$ cat src/rtl/err_eval_pkg.sv
// Shared sizing, sweep state encoding and helpers for the approximate-multiplier error sweeper.
package err_eval_pkg;

  localparam int DEF_WIDTH = 32'sd8;
  localparam int DEF_SUM_W = 32'sd32;

  typedef enum logic [1:0] {
    IDLE   = 2'd0,
    SWEEP  = 2'd1,
    DRAIN  = 2'd2,
    REPORT = 2'd3
  } sweep_state_e;

  function automatic int unsigned pair_count(input int width);
    return 32'd1 << (32'd2 * width);
  endfunction

  localparam int unsigned PAIR_COUNT = pair_count(DEF_WIDTH);

endpackage

$ cat src/rtl/approx_mul_err_sweep_if.sv
// Operand/product/result bundle between the sweeper (slave) and its driver/consumer (master).
// ERR_BIAS_EN adds the signed err_bias result.
interface approx_mul_err_sweep_if import err_eval_pkg::*; #(
  parameter int WIDTH = DEF_WIDTH,
  parameter int SUM_W = DEF_SUM_W
);
  logic                   start;
  logic                   abort;
  logic [WIDTH-1:0]       op_a;
  logic [WIDTH-1:0]       op_b;
  logic [2*WIDTH-1:0]     p_approx;
  logic                   busy;
  logic                   result_valid;
  logic                   result_ready;
  logic [2*WIDTH:0]       err_count;
  logic [SUM_W-1:0]       sum_abs_err;
  logic [2*WIDTH-1:0]     max_abs_err;
`ifdef ERR_BIAS_EN
  logic signed [SUM_W:0]  err_bias;

  modport master (
    output start, abort, p_approx, result_ready,
    input  op_a, op_b, busy, result_valid, err_count, sum_abs_err, max_abs_err, err_bias
  );
  modport slave (
    input  start, abort, p_approx, result_ready,
    output op_a, op_b, busy, result_valid, err_count, sum_abs_err, max_abs_err, err_bias
  );
`else
  modport master (
    output start, abort, p_approx, result_ready,
    input  op_a, op_b, busy, result_valid, err_count, sum_abs_err, max_abs_err
  );
  modport slave (
    input  start, abort, p_approx, result_ready,
    output op_a, op_b, busy, result_valid, err_count, sum_abs_err, max_abs_err
  );
`endif
endinterface

$ cat src/rtl/err_stat_acc.sv
// Compare stage plus error count / saturating sum / max accumulators for one sweep.
// ERR_BIAS_EN adds a saturating signed bias accumulator (err_bias).
module err_stat_acc import err_eval_pkg::*; #(
  parameter int WIDTH = DEF_WIDTH,
  parameter int SUM_W = DEF_SUM_W
) (
  input  logic                  clk,
  input  logic                  rst_n,
  input  logic                  clr,
  input  logic                  cap_en,
  input  logic [WIDTH-1:0]      op_a,
  input  logic [WIDTH-1:0]      op_b,
  input  logic [2*WIDTH-1:0]    p_approx,
  output logic [2*WIDTH:0]      err_count,
  output logic [SUM_W-1:0]      sum_abs_err,
  output logic [2*WIDTH-1:0]    max_abs_err
`ifdef ERR_BIAS_EN
  ,
  output logic signed [SUM_W:0] err_bias
`endif
);
  localparam int PW = 2 * WIDTH;

  logic [PW-1:0]  exact_s;
  logic [PW-1:0]  stg_p_r;
  logic [PW-1:0]  stg_exact_r;
  logic           stg_vld_r;
  logic [PW:0]    diff_s;
  logic [PW:0]    neg_s;
  logic [PW-1:0]  abs_s;
  logic [SUM_W:0] sum_ext_s;
  logic [SUM_W-1:0] sum_nx_s;
  logic [PW:0]    cnt_r;
  logic [SUM_W-1:0] sum_r;
  logic [PW-1:0]  max_r;

  assign exact_s = {{WIDTH{1'b0}}, op_a} * {{WIDTH{1'b0}}, op_b};

  // Difference is one bit wider than the product so its sign is exact.
  always_comb begin
    diff_s = {1'b0, stg_p_r} - {1'b0, stg_exact_r};
    neg_s  = -diff_s;
    if (diff_s[PW]) begin
      abs_s = neg_s[PW-1:0];
    end else begin
      abs_s = diff_s[PW-1:0];
    end
    sum_ext_s = {1'b0, sum_r} + {{(SUM_W - PW + 1){1'b0}}, abs_s};
    if (sum_ext_s[SUM_W]) begin
      sum_nx_s = '1;
    end else begin
      sum_nx_s = sum_ext_s[SUM_W-1:0];
    end
  end

  // Capture stage and accumulator registers.
  always_ff @(posedge clk or negedge rst_n) begin
    if (!rst_n) begin
      stg_p_r     <= '0;
      stg_exact_r <= '0;
      stg_vld_r   <= 1'b0;
      cnt_r       <= '0;
      sum_r       <= '0;
      max_r       <= '0;
    end else if (clr) begin
      stg_p_r     <= '0;
      stg_exact_r <= '0;
      stg_vld_r   <= 1'b0;
      cnt_r       <= '0;
      sum_r       <= '0;
      max_r       <= '0;
    end else begin
      stg_vld_r <= cap_en;
      if (cap_en) begin
        stg_p_r     <= p_approx;
        stg_exact_r <= exact_s;
      end
      if (stg_vld_r) begin
        if (diff_s != '0) begin
          cnt_r <= cnt_r + {{PW{1'b0}}, 1'b1};
        end
        sum_r <= sum_nx_s;
        if (abs_s > max_r) begin
          max_r <= abs_s;
        end
      end
    end
  end

  assign err_count   = cnt_r;
  assign sum_abs_err = sum_r;
  assign max_abs_err = max_r;

`ifdef ERR_BIAS_EN
  logic [SUM_W:0]   bias_r;
  logic [SUM_W:0]   bias_nx_s;
  logic [SUM_W+1:0] bias_ext_s;

  // Signed add, clamped to the signed min/max of the bias register.
  always_comb begin
    bias_ext_s = {bias_r[SUM_W], bias_r} + {{(SUM_W + 1 - PW){diff_s[PW]}}, diff_s};
    if (bias_ext_s[SUM_W+1] != bias_ext_s[SUM_W]) begin
      if (bias_ext_s[SUM_W+1]) begin
        bias_nx_s = {1'b1, {SUM_W{1'b0}}};
      end else begin
        bias_nx_s = {1'b0, {SUM_W{1'b1}}};
      end
    end else begin
      bias_nx_s = bias_ext_s[SUM_W:0];
    end
  end

  // Bias accumulator shares the clear/enable rules of the sum.
  always_ff @(posedge clk or negedge rst_n) begin
    if (!rst_n) begin
      bias_r <= '0;
    end else if (clr) begin
      bias_r <= '0;
    end else if (stg_vld_r) begin
      bias_r <= bias_nx_s;
    end
  end

  assign err_bias = $signed(bias_r);
`endif

endmodule

$ cat src/rtl/approx_mul_err_sweep.sv
// Exhaustive operand sweeper: drives every (A,B) pair, accumulates error stats, reports via valid/ready.
// ERR_BIAS_EN adds the signed err_bias result.
module approx_mul_err_sweep import err_eval_pkg::*; #(
  parameter int WIDTH = DEF_WIDTH,
  parameter int SUM_W = DEF_SUM_W
) (
  input  logic                   clk,
  input  logic                   rst_n,
  approx_mul_err_sweep_if.slave  bus
);
  localparam int PW = 2 * WIDTH;

  sweep_state_e  state_r;
  sweep_state_e  state_nx_s;
  logic [PW-1:0] idx_r;
  logic          busy_r;
  logic          valid_r;
  logic          clr_s;
  logic          cap_en_s;
  logic          idx_inc_s;
  logic          idx_last_s;

  assign idx_last_s = &idx_r;

  // State register.
  always_ff @(posedge clk or negedge rst_n) begin
    if (!rst_n) begin
      state_r <= IDLE;
    end else begin
      state_r <= state_nx_s;
    end
  end

  // Abort overrides every transition except in IDLE, where it is ignored.
  always_comb begin
    state_nx_s = state_r;
    clr_s      = 1'b0;
    cap_en_s   = 1'b0;
    idx_inc_s  = 1'b0;
    if (bus.abort && (state_r != IDLE)) begin
      state_nx_s = IDLE;
    end else begin
      case (state_r)
        IDLE: begin
          if (bus.start) begin
            state_nx_s = SWEEP;
            clr_s      = 1'b1;
          end else begin
            state_nx_s = IDLE;
          end
        end
        SWEEP: begin
          cap_en_s = 1'b1;
          if (idx_last_s) begin
            state_nx_s = DRAIN;
          end else begin
            idx_inc_s = 1'b1;
          end
        end
        DRAIN: begin
          state_nx_s = REPORT;
        end
        REPORT: begin
          if (bus.result_ready) begin
            state_nx_s = IDLE;
          end else begin
            state_nx_s = REPORT;
          end
        end
        default: begin
          state_nx_s = IDLE;
        end
      endcase
    end
  end

  // Operand index and registered status flags.
  always_ff @(posedge clk or negedge rst_n) begin
    if (!rst_n) begin
      idx_r   <= '0;
      busy_r  <= 1'b0;
      valid_r <= 1'b0;
    end else begin
      if (clr_s) begin
        idx_r <= '0;
      end else if (idx_inc_s) begin
        idx_r <= idx_r + {{(PW - 1){1'b0}}, 1'b1};
      end
      busy_r  <= (state_nx_s == SWEEP) || (state_nx_s == DRAIN);
      valid_r <= (state_nx_s == REPORT);
    end
  end

  assign bus.op_a         = idx_r[PW-1:WIDTH];
  assign bus.op_b         = idx_r[WIDTH-1:0];
  assign bus.busy         = busy_r;
  assign bus.result_valid = valid_r;

  err_stat_acc #(
    .WIDTH (WIDTH),
    .SUM_W (SUM_W)
  ) u_acc (
    .clk         (clk),
    .rst_n       (rst_n),
    .clr         (clr_s),
    .cap_en      (cap_en_s),
    .op_a        (idx_r[PW-1:WIDTH]),
    .op_b        (idx_r[WIDTH-1:0]),
    .p_approx    (bus.p_approx),
    .err_count   (bus.err_count),
    .sum_abs_err (bus.sum_abs_err),
`ifdef ERR_BIAS_EN
    .err_bias    (bus.err_bias),
`endif
    .max_abs_err (bus.max_abs_err)
  );

endmodule

$ cat src/flat_wrapper.sv
// flat-port wrapper written by rule: the top's interface ports become plain ports
module approx_mul_err_sweep_flat import err_eval_pkg::*;
#(
  parameter int WIDTH = DEF_WIDTH,
  parameter int SUM_W = DEF_SUM_W
)
  (clk, rst_n, bus_start, bus_abort, bus_p_approx, bus_result_ready, bus_op_a, bus_op_b, bus_busy, bus_result_valid, bus_err_count, bus_sum_abs_err, bus_max_abs_err);
  approx_mul_err_sweep_if #(.WIDTH(WIDTH), .SUM_W(SUM_W)) bus_i ();
  input  logic clk;
  input  logic rst_n;
  input wire logic [$bits(bus_i.start)-1:0] bus_start;
  input wire logic [$bits(bus_i.abort)-1:0] bus_abort;
  input wire logic [$bits(bus_i.p_approx)-1:0] bus_p_approx;
  input wire logic [$bits(bus_i.result_ready)-1:0] bus_result_ready;
  output wire logic [$bits(bus_i.op_a)-1:0] bus_op_a;
  output wire logic [$bits(bus_i.op_b)-1:0] bus_op_b;
  output wire logic [$bits(bus_i.busy)-1:0] bus_busy;
  output wire logic [$bits(bus_i.result_valid)-1:0] bus_result_valid;
  output wire logic [$bits(bus_i.err_count)-1:0] bus_err_count;
  output wire logic [$bits(bus_i.sum_abs_err)-1:0] bus_sum_abs_err;
  output wire logic [$bits(bus_i.max_abs_err)-1:0] bus_max_abs_err;
  assign bus_i.start = bus_start;
  assign bus_i.abort = bus_abort;
  assign bus_i.p_approx = bus_p_approx;
  assign bus_i.result_ready = bus_result_ready;
  assign bus_op_a = bus_i.op_a;
  assign bus_op_b = bus_i.op_b;
  assign bus_busy = bus_i.busy;
  assign bus_result_valid = bus_i.result_valid;
  assign bus_err_count = bus_i.err_count;
  assign bus_sum_abs_err = bus_i.sum_abs_err;
  assign bus_max_abs_err = bus_i.max_abs_err;
  approx_mul_err_sweep #(.WIDTH(WIDTH), .SUM_W(SUM_W)) u_core (.clk(clk), .rst_n(rst_n), .bus(bus_i));
endmodule
$ cat config.mk
export PLATFORM = sky130hd
export DESIGN_NAME = approx_mul_err_sweep_flat
export DESIGN_NICKNAME = d
export VERILOG_FILES = /design/src/rtl/err_eval_pkg.sv /design/src/rtl/approx_mul_err_sweep_if.sv /design/src/rtl/err_stat_acc.sv /design/src/rtl/approx_mul_err_sweep.sv /design/src/flat_wrapper.sv
export SDC_FILE = /design/constraint.sdc
export NUM_CORES = 1
export LEC_CHECK = 0
export BUFFER_PORTS_ARGS = -buffer_cell sky130_fd_sc_hd__buf_2
export CAP_MARGIN = 20
export CORE_AREA = 2 2 132 134
export DETAILED_ROUTE_END_ITERATION = 6
export DIE_AREA = 0 0 134 136
export MAX_ROUTING_LAYER = met4
export PLACE_DENSITY = 0.88
export REMOVE_ABC_BUFFERS = 1
export SLEW_MARGIN = 20
export SYNTH_ARGS = -nofsm -noshare
export SYNTH_HDL_FRONTEND = slang
export SYNTH_SLANG_ARGS = --single-unit
$ cat constraint.sdc
create_clock -name clk -period 6.1 [get_ports clk]
set_clock_uncertainty 0.05 [all_clocks]
set_input_delay 0.61 -clock clk [delete_from_list [all_inputs] [get_ports clk]]
set_output_delay 0.61 -clock clk [all_outputs]
set_load 0.01 [all_outputs]
Word-level counts from Yosys, hierarchy flattened. Index checks and enable logic that the tools add are counted.

Add/subtract/negate cells: 5. Multipliers: 1. Order comparisons: 1. Eq/ne operators: 6. Multiplexer cells: 30. Reduce and logical (&&, ||, !) cells: 13.

Operators by type and width (number): 16-bit 2-to-1 mux (10); 32-bit 2-to-1 mux (3); 17-bit 2-to-1 mux (3); 32-bit by 16-bit adder with 33-bit output (1); 17-bit by 1-bit adder with 17-bit output (second input constant) (1); 17-bit nonzero test (1); 16-bit by 16-bit subtractor with 17-bit output (1); 16-bit by 1-bit adder with 16-bit output (second input constant) (1); 16-bit > comparator (1); 8-bit by 8-bit multiplier with 16-bit output (1); 16-bit negation (1); 16-bit AND reduction (1); 2-bit nonzero test (6); 1-bit 2-to-1 mux (10); 2-bit equality test (second input constant) (4); 2-bit case mux with 4 select lines (1); 2-bit 2-to-1 mux (3); 2-bit by 1-bit equality test with 1-bit output (second input constant) (2); 2-bit AND reduction (2); 2-bit logical NOT (1); 1-bit logical AND (1); 1-bit logical OR (1).

Bits in registers: 118. Input port bits: 21. Output and inout bits: 83. Logic and storage cells: 66.

Longest topological paths before layout.
Depth in word-level cells: 7. Mapped depth: 23. Mapped depth without buffers: 22.

Hierarchy. From an unflattened synthesis, not the netlist that was laid out.

Cells, all modules: 1179. Area total of the unflattened synthesis: 10451.3 µm².

Modules (own cells, without submodules): err_stat_acc (times used 1, cells each 1062, area an instance 9347.7 µm²); approx_mul_err_sweep (times used 1, cells each 117, area an instance 1103.6 µm²).

Worst setup path after synthesis. OpenSTA, ideal clock, no wires.

Path kind: flip-flop to flip-flop. Start: register u_core.u_acc.stg_p_r[0]. End: register u_core.u_acc.sum_r[21] (netlist: u_core.u_acc.sum_abs_err[21]). Setup time: 0.099 ns. Arrival: 4.934 ns. Required time: 5.951 ns. Path slack: 1.016 ns. Cell stages (with the launch flop): 22. Cells stage by stage: dfrtp_1 -> inv_1 -> ha_1 -> inv_1 -> fa_1 -> a211oi_1 -> o21ai_2 -> nor4b_4 -> o22ai_2 -> o21ai_1 -> or3_1 -> xnor2_1 -> ha_1 -> o21ai_0 -> a21boi_0 -> a21oi_1 -> o2bb2ai_1 -> o21ai_0 -> a221oi_1 -> nor2_1 -> and2_1 -> a311oi_1.

Longest elaborated chain between the ends: 7.

RTL lines: from (decl) (line err_stat_acc.sv:25) `logic [PW-1:0] stg_p_r;`; from (signal assigned) (line err_stat_acc.sv:75) `stg_p_r <= p_approx;`; 16-bit by 16-bit subtractor with 17-bit output * (line err_stat_acc.sv:41) `diff_s = {1'b0, stg_p_r} - {1'b0, stg_exact_r};`; 16-bit negation (line err_stat_acc.sv:42) `neg_s = -diff_s;`; 16-bit 2-to-1 mux * (line err_stat_acc.sv:43) `if (diff_s[PW]) begin`; 32-bit by 16-bit adder with 33-bit output * (line err_stat_acc.sv:48) `sum_ext_s = {1'b0, sum_r} + {{(SUM_W - PW + 1){1'b0}}, abs_s};`; 32-bit 2-to-1 mux * (line err_stat_acc.sv:49) `if (sum_ext_s[SUM_W]) begin`; 32-bit 2-to-1 mux * (line err_stat_acc.sv:78) `if (stg_vld_r) begin`; 32-bit 2-to-1 mux * (line err_stat_acc.sv:65) `end else if (clr) begin`; to (signal assigned) (line err_stat_acc.sv:82) `sum_r <= sum_nx_s;`; to (decl) (line err_stat_acc.sv:34) `logic [SUM_W-1:0] sum_r;`.

Every way passes the cells marked *; elsewhere a longest branch is shown, timed or not. The select of a mux whose other input is x is not followed. A chain may end at the register's enable or synchronous reset.

Worst setup path in the final report.
Start: register u_core.u_acc.stg_p_r[0]. End: register u_core.u_acc.sum_r[23] (netlist: u_core.u_acc.sum_abs_err[23]).

The elaborated chain is that of the path after synthesis.

==> results.md <==
* Routed Antenna Nets at 0
* Synth cell count leaders: dfrtp_1, nand2_1, inv_1
* Final hold vios at 0
* Residual DRC at 0
* 1st-iter DRT viols at 635
* Max_cap viols at 0
* Worst path bufs/invs at 3
* Post-synth cell types at 67
* Gpl congestion at 0.940
* Worst setup EP type: register
* GR Overflow Total at 0
* Worst EP required at 6.37 ns
* Cells after Synth at 1,098
* Fin crit share at 92.2%
* Worst-path clk slew at 0.06 ns
* Finished Core Util at 65.2%
* Setup WS pre-CTS at 0.508 ns
* Dominant cells by area after synthesis: dfrtp_1, ha_1, fa_1, nand2_1, inv_1
* Outcome: finished, final reports clean
* Pwr per Cell Area at 402 nW/um^2
* Io pins at 104
* Critical path class: register to register
* Skew-Pair Late Insertion Delay at 0.42 ns
* Mean post-synth cell area at 8.78 um^2
* RSZ-0062 raised after global routing: no
* Full die area at 18,200 um^2
* Fmax at 178 MHz
* Nets at 1,327
* Post-route setup slack at 0.476 ns
* Fin. max-slew vios at 0
* CTS tree: yes
* Core Area at 16,900 um^2
* CP peak stage delay at 0.46 ns
* Crit path max-delay cell type: fa_1
* Most common cell in the synthesized netlist: dfrtp_1
* Worst vdd rail ir drop at 0.000260 V
* HPWL Detailed at 16,600 um
* Final setup TNS at 0 ns
* Worst Path Max Fanout at 10
* Cells after DPL at 1,384
* Post-synthesis async set-or-reset flop share at 100%
* DRT Wirelength at 22,800 um
* Non-filler cells in the finished layout at 1,417
* Critical path's top delay family: compound AO/OA/AOI/OAI gates
* Worst Path Arrival at 5.89 ns
* Root Driver: clkbuf_16
* CTS buffer count at 17
* Via count at 8,317
* Area Overhead vs Synth at 14.1%
* Layout cell share with drive strength beyond 1 at 13.8%
* Routed wire per std cell at 16.1 um
* Post-synth top area cell: dfrtp_1
* Critical-path cell list: inv_1, ha_1, inv_1, fa_1, a211oi_2, o21ai_2, nor4b_4, o22ai_2, o21ai_2, or3_1, xnor2_1, ha_1, o21ai_0, a21boi_0, a21oi_1, o2bb2ai_1, o21ai_0, a221oi_1, buf_4, nor2_1, and2_1, a311oi_1
* Startpoint types: register
* Synth Flop Type: dfrtp_1
* Synth Cell Area at 9640 um^2
* H-tree depth at 4
* Final setup viols at 0
* GR Util All Layers at 26.0%
* DR pass1 iterations at 5
* Largest net degree at the start of global routing at 80
* Initial antenna violation count at 0
* CTS Buffer Depth at 2
* Vias in the first global route at 7,760
* Ant. Diodes at 0
* Yosys top cell area share at 30.6%
* Final min period at 5.62 ns
* Cell row count at 48
* Initial Utilization at 57.1%
* First-pass GRT wire length at 36,800 um
* Normalized max-slew margin at 28.6%
* Horiz. Die Dim at 134 um
* Worst slew pin tran at 1.07 ns
* # port buffers at 103
* Chip Height at 136 um
* Sequential-to-total area share from yosys stat at 30.6%
* Pleak at 5.53 nW
* Clock sinks at 118
* Via density at 5.87
* Worst min-delay path class: input pin to asynchronous set/reset pin
* Syn. warnings at 0
* Number of flops mapped to enable cells by yosys at 0
* #FFs+latches synth at 118
## path summary, 6_finish.rpt
kind,slack [ns],cells past startpoint,from,to
worst max-delay path,0.48,22,u_core.u_acc.stg_p_r[0],u_core.u_acc.sum_abs_err[23]
worst min-delay path,0.10,1,rst_n,u_core.u_acc.sum_abs_err[5]
worst max register to register,0.48,22,u_core.u_acc.stg_p_r[0],u_core.u_acc.sum_abs_err[23]
worst min register to register,0.44,2,u_core.u_acc.stg_exact_r[15],u_core.u_acc.stg_exact_r[15]
max in group asynchronous,4.84,3,rst_n,u_core.u_acc.sum_abs_err[29]
min in group clk,0.32,2,bus_abort,u_core.state_r[1]
## per-layer routing
layer,global-route usage [%],vias up,part of all wire (%),routed length [um]
li1,-,3978,-,-
met1,32.7,4015,44,9910
met2,42.1,281,48,11000
met3,4.29,43,5.5,1260
met4,10.3,0,2.6,590
met5,-,-,0,0
## placed cells by master, fill, tap and decap left out, types with 12 or more instances in the layout
cell	synthesis	routed
a211oi_1	20	19
a21o_1	20	20
a21oi_1	73	73
a22o_1	16	16
a31oi_1	18	18
and2_1	40	39
and3_1	12	12
buf_2	4	102
clkbuf_16	0	17
dfrtp_1	118	118
fa_1	38	38
ha_1	89	89
inv_1	100	100
mux2i_1	12	12
nand2_1	106	106
nand3_1	23	23
nand4_1	13	13
nor2_1	84	83
nor3_1	15	15
o21a_1	15	15
o21ai_0	59	59
or3_1	14	14
xnor2_1	30	30
xor2_1	33	33
## registers in the layout, summed over array words and instances (netlist names)
register,cells
u_core.u_acc.stg_exact_r,16
u_core.u_acc.err_count,17
u_core.u_acc.sum_abs_err,32
u_core.idx_r,16
u_core.state_r,2
u_core.bus.busy,1
u_core.u_acc.stg_vld_r,1
u_core.u_acc.stg_p_r,16
u_core.u_acc.max_abs_err,16
u_core.bus.result_valid,1
## timing repair
item,4_1_cts,5_1_grt
gates resized for setup,0,2
endpoints found under the hold margin,0,0
buffers inserted,0,0
hold buffers,0,0
endpoints found under the setup margin,0,5
## through the flow
step / cell area, um^2 / hold WS [ns] / total power, mW
3_3_place_gp: 10300 / 0.413 / 3.15
3_5_place_dp: 10300 / 0.421 / 3.22
5_1_grt: 11000 / 0.135 / 4.73
2_1_floorplan: 9440 / 0.264 / 2.68
4_1_cts: 11000 / 0.108 / 4.38
6_report: 11000 / 0.103 / 4.42
## worst reg2reg max path: cells and delay by family (launching register included)
family	cells	cell delay, ns
simple gates	4	0.91
compound gates	11	2.58
xor+xnor	1	0.29
fa+ha+maj	3	0.99
flops	1	0.37
buf+inv	3	0.32
## cells by family after synthesis
family	Yosys count	synth area share, %
buffers and inverters	149	5.97
xor gates and xnor gates	63	5.72
adders and majority gates	127	19.4
muxes	13	1.36
and+or+nand+nor	359	18.8
AOI/OAI and AO/OA	269	18.1
DFF	118	30.6
## cell type report
| cell class | count | area [um^2] |
|---|---|---|
| multi-input combinational | 831 | 6140 |
| inverter | 100 | 375 |
| clock inverter | 12 | 200 |
| sequential | 118 | 2950 |
| timing repair buffer | 111 | 598 |
| clock buffer | 20 | 457 |
| tap | 225 | 282 |
| fill | 1334 | 5870 |
## where the power goes
group | internal, mW | switching, mW | total (mW)
combinational | 0.954 | 1.33 | 2.29
sequential | 0.895 | 0.118 | 1.01
clock | 0.745 | 0.372 | 1.12
total | 2.59 | 1.82 | 4.42
(Power assumes the default switching activity.)
